### config.mk
export PLATFORM = sky130hd
export DESIGN_NAME = bus_capture_buffer
export DESIGN_NICKNAME = d
export VERILOG_FILES = /design/src/rtl/bus_capture_buffer.sv
export SDC_FILE = /design/constraint.sdc
export NUM_CORES = 1
export LEC_CHECK = 0
export BUFFER_PORTS_ARGS = -buffer_cell sky130_fd_sc_hd__buf_2
export CORE_MARGIN = 10
export CORE_UTILIZATION = 45
export DETAILED_ROUTE_END_ITERATION = 8
export GPL_TIMING_DRIVEN = 0
export PLACE_DENSITY = 0.72
export SETUP_SLACK_MARGIN = 0.02
export SYNTH_ARGS = -nofsm -noshare
export SYNTH_HDL_FRONTEND = slang
export SYNTH_SLANG_ARGS = --single-unit
### constraint.sdc
create_clock -name CLK -period 2.8 [get_ports CLK]
set_clock_uncertainty 0.1 [all_clocks]
set_input_delay 0.14 -clock CLK [delete_from_list [all_inputs] [get_ports CLK]]
set_output_delay 0.14 -clock CLK [all_outputs]
set_load 0.05 [all_outputs]
### src/rtl/bus_capture_buffer.sv
// bus_capture_buffer: captures a 3-state bus word on a LOAD_bar falling edge into a FWFT buffer, flagging float/contention.
module bus_capture_buffer #(
  parameter int WIDTH = 8,
  parameter int NDRV  = 4,
  parameter int DEPTH = 2
) (
  input  logic                           CLK,
  input  logic                           RST,
  input  logic [WIDTH-1:0]               BUS,
  input  logic [NDRV-1:0]                DRV_OE_bar,
  input  logic                           LOAD_bar,
  input  logic                           ACK,
  input  logic                           CLR_ERR,
  output logic [WIDTH-1:0]               Q,
  output logic                           VALID,
  output logic                           FULL,
  output logic [$clog2(DEPTH+1)-1:0]     COUNT,
  output logic                           OVERRUN,
  output logic                           FLOAT_ERR,
  output logic                           CONTENTION_ERR
);
  localparam int AW = $clog2(DEPTH);
  localparam int CW = $clog2(DEPTH+1);
  logic [WIDTH-1:0] mem [DEPTH];
  logic [AW-1:0]    wr_ptr, rd_ptr;
  logic             load_q, rst_q;
  logic             none, single, capture, pop, push, drop;
  // rst_q masks the edge seen when LOAD_bar is already low as reset releases
  assign capture = !LOAD_bar && load_q && !rst_q;
  assign none    = &DRV_OE_bar;
  assign single  = $onehot(~DRV_OE_bar);
  assign pop     = ACK && VALID;
  assign push    = capture && single && (!FULL || pop);
  assign drop    = capture && single && FULL && !pop;
  assign Q       = mem[rd_ptr];
  assign VALID   = COUNT != '0;
  assign FULL    = COUNT == CW'(DEPTH);
  always_ff @(posedge CLK) begin
    if (RST) begin
      for (int i = 0; i < DEPTH; i++) mem[i] <= '0;
      wr_ptr         <= '0;
      rd_ptr         <= '0;
      COUNT          <= '0;
      load_q         <= 1'b1;
      rst_q          <= 1'b1;
      OVERRUN        <= 1'b0;
      FLOAT_ERR      <= 1'b0;
      CONTENTION_ERR <= 1'b0;
    end else begin
      load_q <= LOAD_bar;
      rst_q  <= 1'b0;
      if (push) begin
        mem[wr_ptr] <= BUS;
        wr_ptr      <= wr_ptr + 1'b1;
      end
      if (pop) rd_ptr <= rd_ptr + 1'b1;
      COUNT          <= COUNT + CW'(push) - CW'(pop);
      OVERRUN        <= drop || (OVERRUN && !CLR_ERR);
      FLOAT_ERR      <= (capture && none) || (FLOAT_ERR && !CLR_ERR);
      CONTENTION_ERR <= (capture && !none && !single) || (CONTENTION_ERR && !CLR_ERR);
    end
  end
endmodule

==> key figures <==
Status
  – Status: complete, no violations

Floorplanning
  – Initial core utilization: 0.485
  – Num ports: 32
  – Die span in y: 72.4 um
  – Row cnt: 18
  – Core area: 2540 um2
  – DIE AREA: 5240 um2
  – Die width: 72.4 um

Yosys
  – Number of flops mapped to enable cells by yosys: 16
  – Post-Synth Simple-Gate Area: 0.224
  – Post-synthesis mux area share: 0.0729
  – Compound-gate portion of the synthesized area: 0.0466
  – Number of synthesized register bits: 26
  – Synth Area in Adders: 0.0669
  – Xor and xnor area share after synthesis: 0.0142
  – Yosys warnings: 0
  – Post-Syn Nets: 119
  – Syn_area_per_cell: 12.9 um2
  – Sequential-to-total area share from yosys stat: 0.551
  – Top FF cell, synth: edfxtp_1
  – Unique masters post-synth: 26
  – Cell count after synthesis: 96
  – Post-Syn Area: 1230 um2
  – Async S/R FF share, synth: 0
  – Main combinational cell family by area after synthesis: simple AND/OR/NAND/NOR gates

Timing
  – Max Fclk: 373 MHz
  – Crit path time final: 2.68 ns
  – Slew Viols, Final: 0
  – Setup_tns: 0 ns
  – Period utilization: 0.956
  – Worst slew margin: 0.512
  – RSZ-0062 raised after global routing: false
  – Setup Viol. Count Final: 0
  – Actual slew at the worst max-slew pin: 0.731 ns
  – Endpoints failing hold: 0

Min path
  – Worst Hold Class: in2reg
  – WHS Endpoint: mem[0][3]$_SDFFCE_PN0P_
  – Hold wc startpoint: BUS[3]
  – Hold path depth: 2

Worst setup path
  – Reg2reg start: COUNT[1]$_SDFF_PP0_
  – Slowest-stage cell, CP: fa_1
  – CP arrival: 2.79 ns
  – Worst reg2reg setup slack: 0.63 ns
  – CP top delay family: adder cells
  – Top fanout value on the critical path: 2
  – Cell Chain, Critical Path: buf_2 -> fa_1 -> inv_1 -> ha_2 -> ha_4 -> or3b_4 -> nor3_4 -> inv_2 -> ha_1 -> inv_1 -> ha_2 -> xor2_2 -> and2_4 -> nor3_2
  – CP Data Required Time: 2.91 ns
  – R2R cell count: 9
  – WP buf/inv: 4
  – Crit path kind: in2reg
  – RR Endpoint: COUNT[1]$_SDFF_PP0_
  – Crit end category: flop
  – Critical path's largest stage delay: 0.54 ns
  – Critical Path Source Type: input pin

Power
  – Sequential power share: 0.373
  – Switching share of total power: 0.400
  – Psw: 0.516 mW
  – Pwr Density: 801 nW/um2
  – Combinational share of power: 0.428
  – Power share of the clock group: 0.198
  – Internal power: 0.773 mW
  – Leakage power: 0.694 nW
  – Max VDD drop: 0.000617 V

CTS
  – TritonCTS Sinks: 26
  – CTS tree: built
  – Num CTS Buffers: 3
  – Root buf cell: clkbuf_4
  – H-tree levels: 1
  – Clk_lat worst skew: 0.32 ns
  – CTS clk-pin slew, worst paths: 0.14 ns
  – Maximum buffer depth of the clock tree: 2

Detailed routing
  – Via density: 4.81
  – Total number of vias: 818
  – Final wirelength: 2550 um
  – Post-route ant nets: 0
  – Drt drc: 0
  – DR iter-0 viols: 42
  – DR pass1 iterations: 4
  – Routed len/inst: 15.0 um

Placed design
  – Post-detail-place hpwl: 1880 um
  – Placed instance count: 157
  – GPL Wtd Cong: 0.684
  – Port buffer count: 31

Global route
  – Global-route wire length before repair: 4390 um
  – GRT Util Overall: 0.104
  – Largest net degree at the start of global routing: 16
  – Initial antenna violation count: 0
  – Vias in the first global route: 929
  – Remaining global-route overflow: 0

Cells and area
  – Nets: 164
  – Layout cells sized above 1: 0.436
  – Cell Count, Final, Fillers Out: 170
  – # diodes: 0
  – Commonest non-fill, non-tap cells in the layout: 31 x buf_2, 16 x and2_1, 16 x edfxtp_1
  – Syn-to-layout area delta: 30.3%
  – Most common cell after layout, fill and taps aside: buf_2

Job
  – Max cap viols: 0
cells by family (layout without fill, tap and decap cells):
| kind of cell | after synthesis | in the layout |
|---|---|---|
| and+or+nand+nor | 39 | 39 |
| adders and majority gates | 6 | 6 |
| xor gates and xnor gates | 2 | 2 |
| buffers and inverters | 8 | 52 |
| DFF | 26 | 26 |
| AOI/OAI and AO/OA | 7 | 7 |
| muxes | 8 | 8 |
final cells by class:
type                    instances  area [um2]
clock inverters                 1        30.0
well taps                      30        37.5
fillers                       213         936
multi-input cells              62         568
clock buffers                   3        22.5
plain buffers                   2        7.51
inverters                       6        22.5
flip-flops and latches         26         681
repair buffers                 40         240
synth_stat cells, types with 3 or more instances:
cell type | instances | area (um2)
ha_1 | 5 | 62.6
dfxtp_1 | 10 | 200
mux2_2 | 8 | 90.1
and2_1 | 17 | 106
inv_1 | 6 | 22.5
edfxtp_1 | 16 | 480
nor2b_1 | 3 | 18.8
nor2_1 | 6 | 22.5
per-layer routing:
layer,vias up,global-route usage,wire length [um]
li1,422,-,-
met1,374,0.118,1080
met2,20,0.176,1290
met3,2,0.0395,171
met4,0,0.0316,13
met5,-,0,0
power groups by stage:
stage	Clock, mW	Combinational (mW)	Sequential, mW
2_1_floorplan	0	0.371	0.534
3_3_place_gp	0	0.522	0.484
3_5_place_dp	0	0.532	0.488
4_1_cts	0.258	0.538	0.481
5_1_grt	0.274	0.596	0.490
6_report	0.256	0.552	0.481
how the worst max path moves through the flow:
stage,end,cells after the start,startpoint,slack (ns)
final,COUNT[1]$_SDFF_PP0_,14,DRV_OE_bar[0],0.12
after global routing,COUNT[1]$_SDFF_PP0_,14,DRV_OE_bar[0],0.02
after CTS,COUNT[1]$_SDFF_PP0_,14,DRV_OE_bar[0],0.1
after detailed placement,COUNT[1]$_SDFF_PP0_,14,DRV_OE_bar[0],-0.24
after global placement,mem[0][7]$_SDFFCE_PN0P_,9,DRV_OE_bar[0],-0.25
after floorplan,COUNT[1]$_SDFF_PP0_,13,DRV_OE_bar[0],0.01
stage by stage:
stage           util  hold slack (ns)  power, mW  cell area (um2)  worst slack (ns)
3_5_place_dp   0.572            0.185       1.02             1460            -0.244
5_1_grt        0.632          0.00523       1.36             1610            0.0152
6_report       0.632          0.00337       1.29             1610             0.122
4_1_cts        0.617          0.00236       1.28             1570            0.0994
2_1_floorplan      -           0.0677      0.905             1260            0.0131
3_3_place_gp   0.572            0.184       1.01             1460            -0.246
repair_timing:
| action | in CTS | in global routing |
|---|---|---|
| buffers inserted | 0 | 2 |
| hold buffers | 6 | 1 |
| endpoints found under the hold margin | 8 | 1 |
| resized for setup | 0 | 4 |
| endpoints found under the setup margin | 0 | 9 |
registers in the layout, indices dropped and copies added, names as in the netlist, named ones only:
| signal | cells |
|---|---|
| rst_q | 1 |
| mem | 16 |
| load_q | 1 |
| rd_ptr | 1 |
| CONTENTION_ERR | 1 |
| FLOAT_ERR | 1 |
| OVERRUN | 1 |
| COUNT | 2 |
| wr_ptr | 1 |
Note: power is estimated with default switching activity, not from simulation.
